`src/rtl/input_rc_unit.sv`:
```
// input_rc_unit: per-input-port NoC router front end; buffers flits, routes the head, streams the packet.
//   clk, rst_                    clock (rising edge), asynchronous active-low reset
//   idata, ivalid                flit from upstream link
//   ocredit                      one-cycle pulse per flit freed from the FIFO
//   dec_um_type/addr0/addr1      FIFO head routing fields to the route decoder
//   dec_port/addr1_rm/multab_en  decoder result, latched during route compute
//   req, req_port, req_absorb    switch allocator request and latched route
//   grant                        switch grant, pops one flit while req is high
//   odata, ovalid                registered flit to the crossbar
//   err                          sticky overflow / protocol error
module input_rc_unit #(
    parameter int FLITW = 36,
    parameter int DEPTH = 4,
    parameter int PORTW = 2
) (
    input  logic             clk,
    input  logic             rst_,
    input  logic [FLITW-1:0] idata,
    input  logic             ivalid,
    output logic             ocredit,
    output logic             dec_um_type,
    output logic [4:0]       dec_addr0,
    output logic [19:0]      dec_addr1,
    input  logic [PORTW:0]   dec_port,
    input  logic [19:0]      dec_addr1_rm,
    input  logic             dec_multab_en,
    output logic             req,
    output logic [PORTW:0]   req_port,
    output logic             req_absorb,
    input  logic             grant,
    output logic [FLITW-1:0] odata,
    output logic             ovalid,
    output logic             err
);
    localparam int AW = $clog2(DEPTH);
    typedef enum logic [1:0] {IDLE, RC, ACTIVE} state_t;
    state_t           state_q, state_d;
    logic [FLITW-1:0] mem_q [DEPTH];
    logic [AW-1:0]    wp_q, rp_q;
    logic [AW:0]      cnt_q, cnt_d;
    logic [19:0]      rm_q;
    logic [PORTW:0]   port_q;
    logic [FLITW-1:0] odata_q, head, fwd_flit;
    logic             req_q, req_d, ovalid_q, ocredit_q, err_q, absorb_q;
    logic             empty, full, discard, fwd, pop, push;

    always_comb begin
        head     = mem_q[rp_q];
        empty    = cnt_q == '0;
        full     = cnt_q == (AW+1)'(DEPTH);
        // a non-head flit at the FIFO head while idle has no packet to belong to
        discard  = state_q == IDLE && !empty && !head[FLITW-1];
        fwd      = req_q && grant;
        pop      = discard || fwd;
        // a pop in the same cycle frees the slot, so a full FIFO still accepts
        push     = ivalid && (!full || pop);
        cnt_d    = cnt_q + (AW+1)'(push) - (AW+1)'(pop);
        state_d  = state_q == IDLE ? (!empty && head[FLITW-1] ? RC : IDLE) :
                   state_q == RC ? ACTIVE :
                   fwd && head[FLITW-2] ? IDLE : ACTIVE;
        // registered request: high next cycle iff active with a flit waiting
        req_d    = state_d == ACTIVE && cnt_d != '0;
        fwd_flit = head[FLITW-1] ? {head[FLITW-1:28], rm_q, head[7:0]} : head;
    end

    assign dec_um_type = head[FLITW-3];
    assign dec_addr0   = head[32:28];
    assign dec_addr1   = head[27:8];
    assign req         = req_q;
    assign req_port    = port_q;
    assign req_absorb  = absorb_q;
    assign odata       = odata_q;
    assign ovalid      = ovalid_q;
    assign ocredit     = ocredit_q;
    assign err         = err_q;

    always_ff @(posedge clk) begin
        if (push) mem_q[wp_q] <= idata;
    end

    always_ff @(posedge clk or negedge rst_) begin
        if (!rst_) begin
            state_q   <= IDLE;
            wp_q      <= '0;
            rp_q      <= '0;
            cnt_q     <= '0;
            rm_q      <= '0;
            port_q    <= '0;
            absorb_q  <= 1'b0;
            req_q     <= 1'b0;
            ovalid_q  <= 1'b0;
            ocredit_q <= 1'b0;
            err_q     <= 1'b0;
            odata_q   <= '0;
        end else begin
            state_q   <= state_d;
            wp_q      <= wp_q + AW'(push);
            rp_q      <= rp_q + AW'(pop);
            cnt_q     <= cnt_d;
            req_q     <= req_d;
            ovalid_q  <= fwd;
            ocredit_q <= pop;
            err_q     <= err_q || (ivalid && !push) || discard;
            if (fwd) odata_q <= fwd_flit;
            if (state_q == RC) begin
                port_q   <= dec_port;
                absorb_q <= dec_multab_en;
                rm_q     <= dec_addr1_rm;
            end
        end
    end
endmodule

```
`config.mk`:
```
export PLATFORM = sky130hd
export DESIGN_NAME = input_rc_unit
export DESIGN_NICKNAME = d
export VERILOG_FILES = /design/src/rtl/input_rc_unit.sv
export SDC_FILE = /design/constraint.sdc
export NUM_CORES = 1
export LEC_CHECK = 0
export CORE_ASPECT_RATIO = 0.5
export CORE_UTILIZATION = 31
export DETAILED_ROUTE_END_ITERATION = 10
export SYNTH_ARGS = -nofsm -noshare
export SYNTH_HDL_FRONTEND = slang
export SYNTH_SLANG_ARGS = --single-unit
```
`constraint.sdc`:
```
create_clock -name clk -period 9.5 [get_ports clk]
set_input_delay 1.9 -clock clk [delete_from_list [all_inputs] [get_ports clk]]
set_output_delay 1.9 -clock clk [all_outputs]
set_load 0.01 [all_outputs]
```
Word level (Yosys, flattened, before mapping)
Memories as Yosys holds them, arrays and structs flattened.
Index checks and enable logic that the tools add are counted.
{"block": "totals", "ff_bits": 73, "ram_bits": 144, "inputBits": 64, "out_inout_bits": 70, "wordCells": 46, "n_memories": 1}
{"memory": "mem_q", "words": 4, "width": 36, "read_ports": 1, "rd_clocked_by_memory_dff": 0, "wr": 1, "line": "38", "rtl": "logic [FLITW-1:0] mem_q [DEPTH];"}
{"block": "op_classes", "n_addsub": 4, "n_eq_ne": 3, "muxes": 7, "reduce_logical": 19}
{"cell": "two-way mux 36 bit", "n": 1}
{"cell": "logical AND 1 bit", "n": 8}
{"cell": "two-way mux 2 bit", "n": 3}
{"cell": "adder 2 x 1 -> 2 bit", "n": 2}
{"cell": "logical NOT 1 bit", "n": 4}
{"cell": "logical OR 1 bit", "n": 4}
{"cell": "adder 3 x 1 -> 3 bit", "n": 1}
{"cell": "equality test 3 bit, second input constant", "n": 1}
{"cell": "logical NOT 3 bit", "n": 1}
{"cell": "two-way mux 1 bit", "n": 3}
{"cell": "nonzero test 3 bit", "n": 1}
{"cell": "subtractor 3 x 1 -> 3 bit", "n": 1}
{"cell": "equality test 2 x 1 -> 1 bit, second input constant", "n": 1}
{"cell": "equality test 2 bit, second input constant", "n": 1}
{"cell": "logical NOT 2 bit", "n": 1}

Depth between registers and ports, before layout
{"block": "logic_depth", "word_depth": 11, "mapped_depth": 12, "ltp_nobuf": 10}

Least setup slack after synthesis
OpenSTA, ideal clock, no wires.
{"block": "synth_path", "path_kind": "input port to flip-flop", "start": "input port grant", "end": "memory mem_q[3][0], enable pin", "setup_ns": 0.482, "arrival_ns": 4.941, "t_required_ns": 9.018, "path_slack_ns": 4.077, "path_stages": 3, "path_buffers": 0, "cell_sequence": "nand2_1 -> o2111a_1 -> nor3b_1"}
{"block": "synth_between", "elab_chain_len": 6}
{"element": "start: declaration", "line": "30", "rtl": "input logic grant,"}
{"element": "logical AND 1 bit", "line": "53", "rtl": "fwd = req_q && grant;"}
{"element": "logical OR 1 bit", "line": "54", "rtl": "pop = discard || fwd;"}
{"element": "logical OR 1 bit", "line": "56", "rtl": "push = ivalid && (!full || pop);"}
{"element": "logical AND 1 bit", "line": "56"}
{"element": "two-way mux 1 bit", "line": "78", "rtl": "if (push) mem_q[wp_q] <= idata;"}
{"element": "two-way mux 1 bit (implied by the code)", "line": "78"}
{"element": "end: declaration", "line": "38"}
No other way between the ends.

Worst setup path after layout
{"block": "layout_path", "start": "register rp_q[0]", "end": "output port dec_addr1[0]"}
{"block": "layout_between", "elab_chain_len": 1}
{"element": "start: declaration", "line": "39", "rtl": "logic [AW-1:0] wp_q, rp_q;"}
{"element": "start signal: assignment", "line": "98", "rtl": "rp_q <= rp_q + AW'(pop);"}
{"element": "memory read (4 x 36 bit)"}
{"element": "end: declaration", "line": "23", "rtl": "output logic [19:0] dec_addr1,"}
No other way between the ends.

==> impl_summary.md <==
Power
IR analysis of the VDD net gives a maximum drop of 0.000124 V. For this design the static power due to leakage is 3.77 nW. Dividing total power by cell area gives a power density of 325 nW/um2.

Setup path
STA puts the critical path data required time at 7.60 ns. Data on the critical path arrives at its endpoint at 2.91 ns. The kind of start point of the critical path is a flop. Among all stages on the critical path, the largest delay is contributed by sky130_fd_sc_hd__dfrtp_2. The kind of critical path is reg -> out. STA classifies the critical path endpoint as an output port. In this design, the largest share of critical-path delay is due to buffers and inverters. Of all nets on the critical path, the largest fanout is 24. Counting both buffers and inverters, the worst setup path holds a total of 2. For this run, the slowest stage of the critical path takes 0.73 ns.

Walking the worst path, the cells encountered are buf_4 -> mux4_2 -> clkdlybuf4s50_1.

Floorplanning
The die is 232 um wide. The placement row count is 41. For this configuration, the core starts out at a cell density of 32.1%. The total area inside the core boundary comes to 25500 um2.

From bottom edge to top edge, the die measures 117 um. The boundary pin count is 134. The die covers 27100 um2.

Logic synthesis
The synthesized netlist net count is 480. The total number of yosys warnings is 0. The fraction of synthesized cell area taken by the top area cell type is 52.8%. sky130_fd_sc_hd__edfxtp_1 takes more of the synthesized area than any other cell. The per-instance average area after synthesis is 19.9 um2. The post-synthesis instance area is 8190 um2.

In the post-synthesis netlist, the biggest area contributors are sky130_fd_sc_hd__edfxtp_1, sky130_fd_sc_hd__dfrtp_1, sky130_fd_sc_hd__mux4_2, sky130_fd_sc_hd__mux2_2, sky130_fd_sc_hd__mux2i_1. Synthesis inferred 217 register bits. The number of distinct library cells after synthesis is 32.

The cell count after synthesis is 411. The share of synthesized area occupied by flip-flops and latches is 75.1%.

Hold path
The class of the tightest hold or removal check is reg -> reg.

Cells and area
Fill cells in the final layout number 2290. The multi-input combinational cells in the finished layout cover a total of 1910 um2. The post-route netlist has 21.2% of its cells at a drive strength greater than 1. The sequential cells in the finished layout cover a total of 6150 um2. In the layout the commonest cells are sky130_fd_sc_hd__edfxtp_1, sky130_fd_sc_hd__clkdlybuf4s50_1, sky130_fd_sc_hd__dfrtp_1. The number of nets at the end of the flow is 621. The most frequent standard cell in the layout excluding fill and tap cells is sky130_fd_sc_hd__edfxtp_1. The growth of design area from synthesis to finish is 28.7%.

GRT
In the global route stage, overall resource usage came out at 13.1%. The final global-route overflow total is 0. Entering global routing, the biggest net connects 74 pins. The number of global-route vias before repair is 4443. The initial antenna violation count was 1. The first global-routing pass estimated 26.5 mm of wire.

Placement
The total half-perimeter wirelength after legalization and detailed placement is 11.0 mm. At the end of routability-driven placement, the weighted congestion stood at 0.712. The total of buffers placed on input and output ports is 133.

Route
Dividing the detail-routed wire length by the instance count gives 19.1 um. The final routed wirelength across all metal layers is 17.4 mm. The routed via count divided by cell count is 4.54. The residual DRC count is 0.

The detailed router finished its first iteration with 246 violations. The length of the first detailed-routing pass in iterations is 4. Across all layers, the routed design uses 4128 vias.

The post-detailed-route count of antenna-violating nets is 0.

STA
The final clock skew is 0.00628 ns. The worst slew margin relative to its limit is 29.1%. Setup violations remaining at the end of the flow were counted as 0.

The number of pins with negative max-slew slack in the final report is 0. The total count of hold-check failures in the final report was 0. The final-layout worst hold slack is 0.475 ns. The transition at the pin with the smallest max-transition slack is 1.06 ns. Based on the critical path, the design can be clocked at up to 0.208 GHz. The share of the cycle needed by the critical path after routing is 50.6%. The shortest period the worst path allows is 4.81 ns. Setup repair after global routing left no endpoint under its margin. The total negative setup slack is 0 ns.

Clocking
The number of cells upsized or downsized after cts is 0. The number of H-tree levels is 1. The hold buffer count at CTS is 0. TritonCTS created 21 clock buffers. The clock transition at the register clock pins on the worst setup and hold paths after CTS is 0.06 ns. The clock drives 217 sinks.

The clock tree from TritonCTS is done. The number of buffers inserted to repair setup after CTS is 0. Clock latency on the worst-skew pair, taken at its later pin, is 0.49 ns.

The tree is rooted in a sky130_fd_sc_hd__clkbuf_16. In this run the deepest clock path goes through 3 buffers.

Flow run
The number of maximum-capacitance violations is 0.

Status
The flow ran to the end, and the final reports show no timing, DRC or antenna violations.
## synthesized netlist by cell type
cell                        instances
sky130_fd_sc_hd__a31oi_1            1
sky130_fd_sc_hd__a41oi_1            1
sky130_fd_sc_hd__and2_1             1
sky130_fd_sc_hd__and4b_1            1
sky130_fd_sc_hd__buf_1              2
sky130_fd_sc_hd__buf_2              6
sky130_fd_sc_hd__buf_4              7
sky130_fd_sc_hd__buf_6              2
sky130_fd_sc_hd__clkbuf_1           7
sky130_fd_sc_hd__dfrtp_1           73
sky130_fd_sc_hd__edfxtp_1         144
sky130_fd_sc_hd__fa_1               1
sky130_fd_sc_hd__ha_1               4
sky130_fd_sc_hd__inv_1              3
sky130_fd_sc_hd__inv_2              1
sky130_fd_sc_hd__mux2_2            40
sky130_fd_sc_hd__mux2i_1           20
sky130_fd_sc_hd__mux4_2            36
sky130_fd_sc_hd__nand2_1           23
sky130_fd_sc_hd__nor2_1             2
sky130_fd_sc_hd__nor2b_1            1
sky130_fd_sc_hd__nor3_1             2
sky130_fd_sc_hd__nor3b_1            2
sky130_fd_sc_hd__nor4b_2            1
sky130_fd_sc_hd__o2111a_1           1
sky130_fd_sc_hd__o2111ai_1          1
sky130_fd_sc_hd__o21ai_0           20
sky130_fd_sc_hd__o31a_1             1
sky130_fd_sc_hd__o31ai_1            2
sky130_fd_sc_hd__or2_2              1
sky130_fd_sc_hd__xnor2_1            1
sky130_fd_sc_hd__xor2_1             3
## logic make-up (layout without fill, tap and decap cells)
group | count (synthesis) | after routing | synth area share (%)
flip-flops | 217 | 217 | 75.1
adder cells (fa/ha/maj) | 5 | 5 | 0.855
AND/OR/NAND/NOR | 34 | 34 | 1.99
multiplexers | 96 | 96 | 17.8
XOR/XNOR | 4 | 4 | 0.428
AO/OA/AOI/OAI | 27 | 27 | 1.94
other | 0 | 1 | 0
buffers and inverters | 28 | 182 | 1.88
## metrics by stage
step | power (W) | util (%) | instances | worst slack, ns | cell area [um2]
after floorplan | 0.00214 | - | 411 | 4.08 | 8190
after global placement | 0.00267 | 38.8 | 873 | 5.11 | 9910
after detailed placement | 0.00269 | 38.8 | 873 | 5.05 | 9910
after CTS | 0.00349 | 41.3 | 909 | 4.57 | 10500
after global routing | 0.00363 | 41.3 | 910 | 4.48 | 10500
final | 0.00342 | 41.3 | 910 | 4.69 | 10500
## flip-flops by register name (all words and copies together) (netlist names)
register / count
rp_q: 2
rm_q: 20
ocredit: 1
mem_q: 144
cnt_q: 3
req_absorb: 1
req_port: 3
ovalid: 1
state_q: 2
req: 1
odata: 36
err: 1
wp_q: 2
## layout make-up
| type | count | share of cell area [%] |
|---|---|---|
| Sequential cell | 217 | 58.3 |
| Multi-Input combinational cell | 166 | 18.1 |
| Timing Repair Buffer | 142 | 13.2 |
| Clock buffer | 30 | 5.59 |
| Tap cell | 344 | 4.08 |
| Clock inverter | 6 | 0.463 |
| Inverter | 4 | 0.142 |
| Antenna cell | 1 | 0.0237 |
## metal layers
metal  global-route usage, %  vias to the layer above  part of all wire, %
met1                    16.6                     2166                   43
met3                    2.47                       23                  3.3
met5                       0                        -                    0
met4                    2.98                        0                  1.2
met2                    23.5                       48                   53
li1                        -                     1891                    -
## worst paths after layout
check,startpoint,slack (ns),cells after the start,to
setup / recovery,rp_q[0],4.69,3,dec_addr1[0]
hold / removal,odata[13],0.48,2,odata[13]
setup reg to reg,rp_q[0],5.16,11,req
hold reg to reg,odata[13],0.48,2,odata[13]
max in group asynchronous,rst_,7.22,1,rp_q[0]
min in group asynchronous,rst_,1.59,1,odata[20]
## power by group
| group | switching, W | internal [W] | total, W |
|---|---|---|---|
| logic | 0.000521 | 0.000652 | 0.00117 |
| clock network | 0.000329 | 0.000455 | 0.000785 |
| registers | 0.000166 | 0.00130 | 0.00147 |
## worst reg2reg max path, cell delays in order (launching register included)
cell and delay (ns):
sky130_fd_sc_hd__dfrtp_2 0.73, sky130_fd_sc_hd__buf_4 0.56, sky130_fd_sc_hd__mux4_2 0.99, sky130_fd_sc_hd__o2111ai_1 0.43, sky130_fd_sc_hd__nand2_1 0.10, sky130_fd_sc_hd__ha_1 0.28
sky130_fd_sc_hd__inv_1 0.04, sky130_fd_sc_hd__ha_1 0.18, sky130_fd_sc_hd__fa_1 0.37, sky130_fd_sc_hd__xor2_1 0.16, sky130_fd_sc_hd__xnor2_1 0.14, sky130_fd_sc_hd__o31a_1 0.24
(Power assumes the default switching activity.)
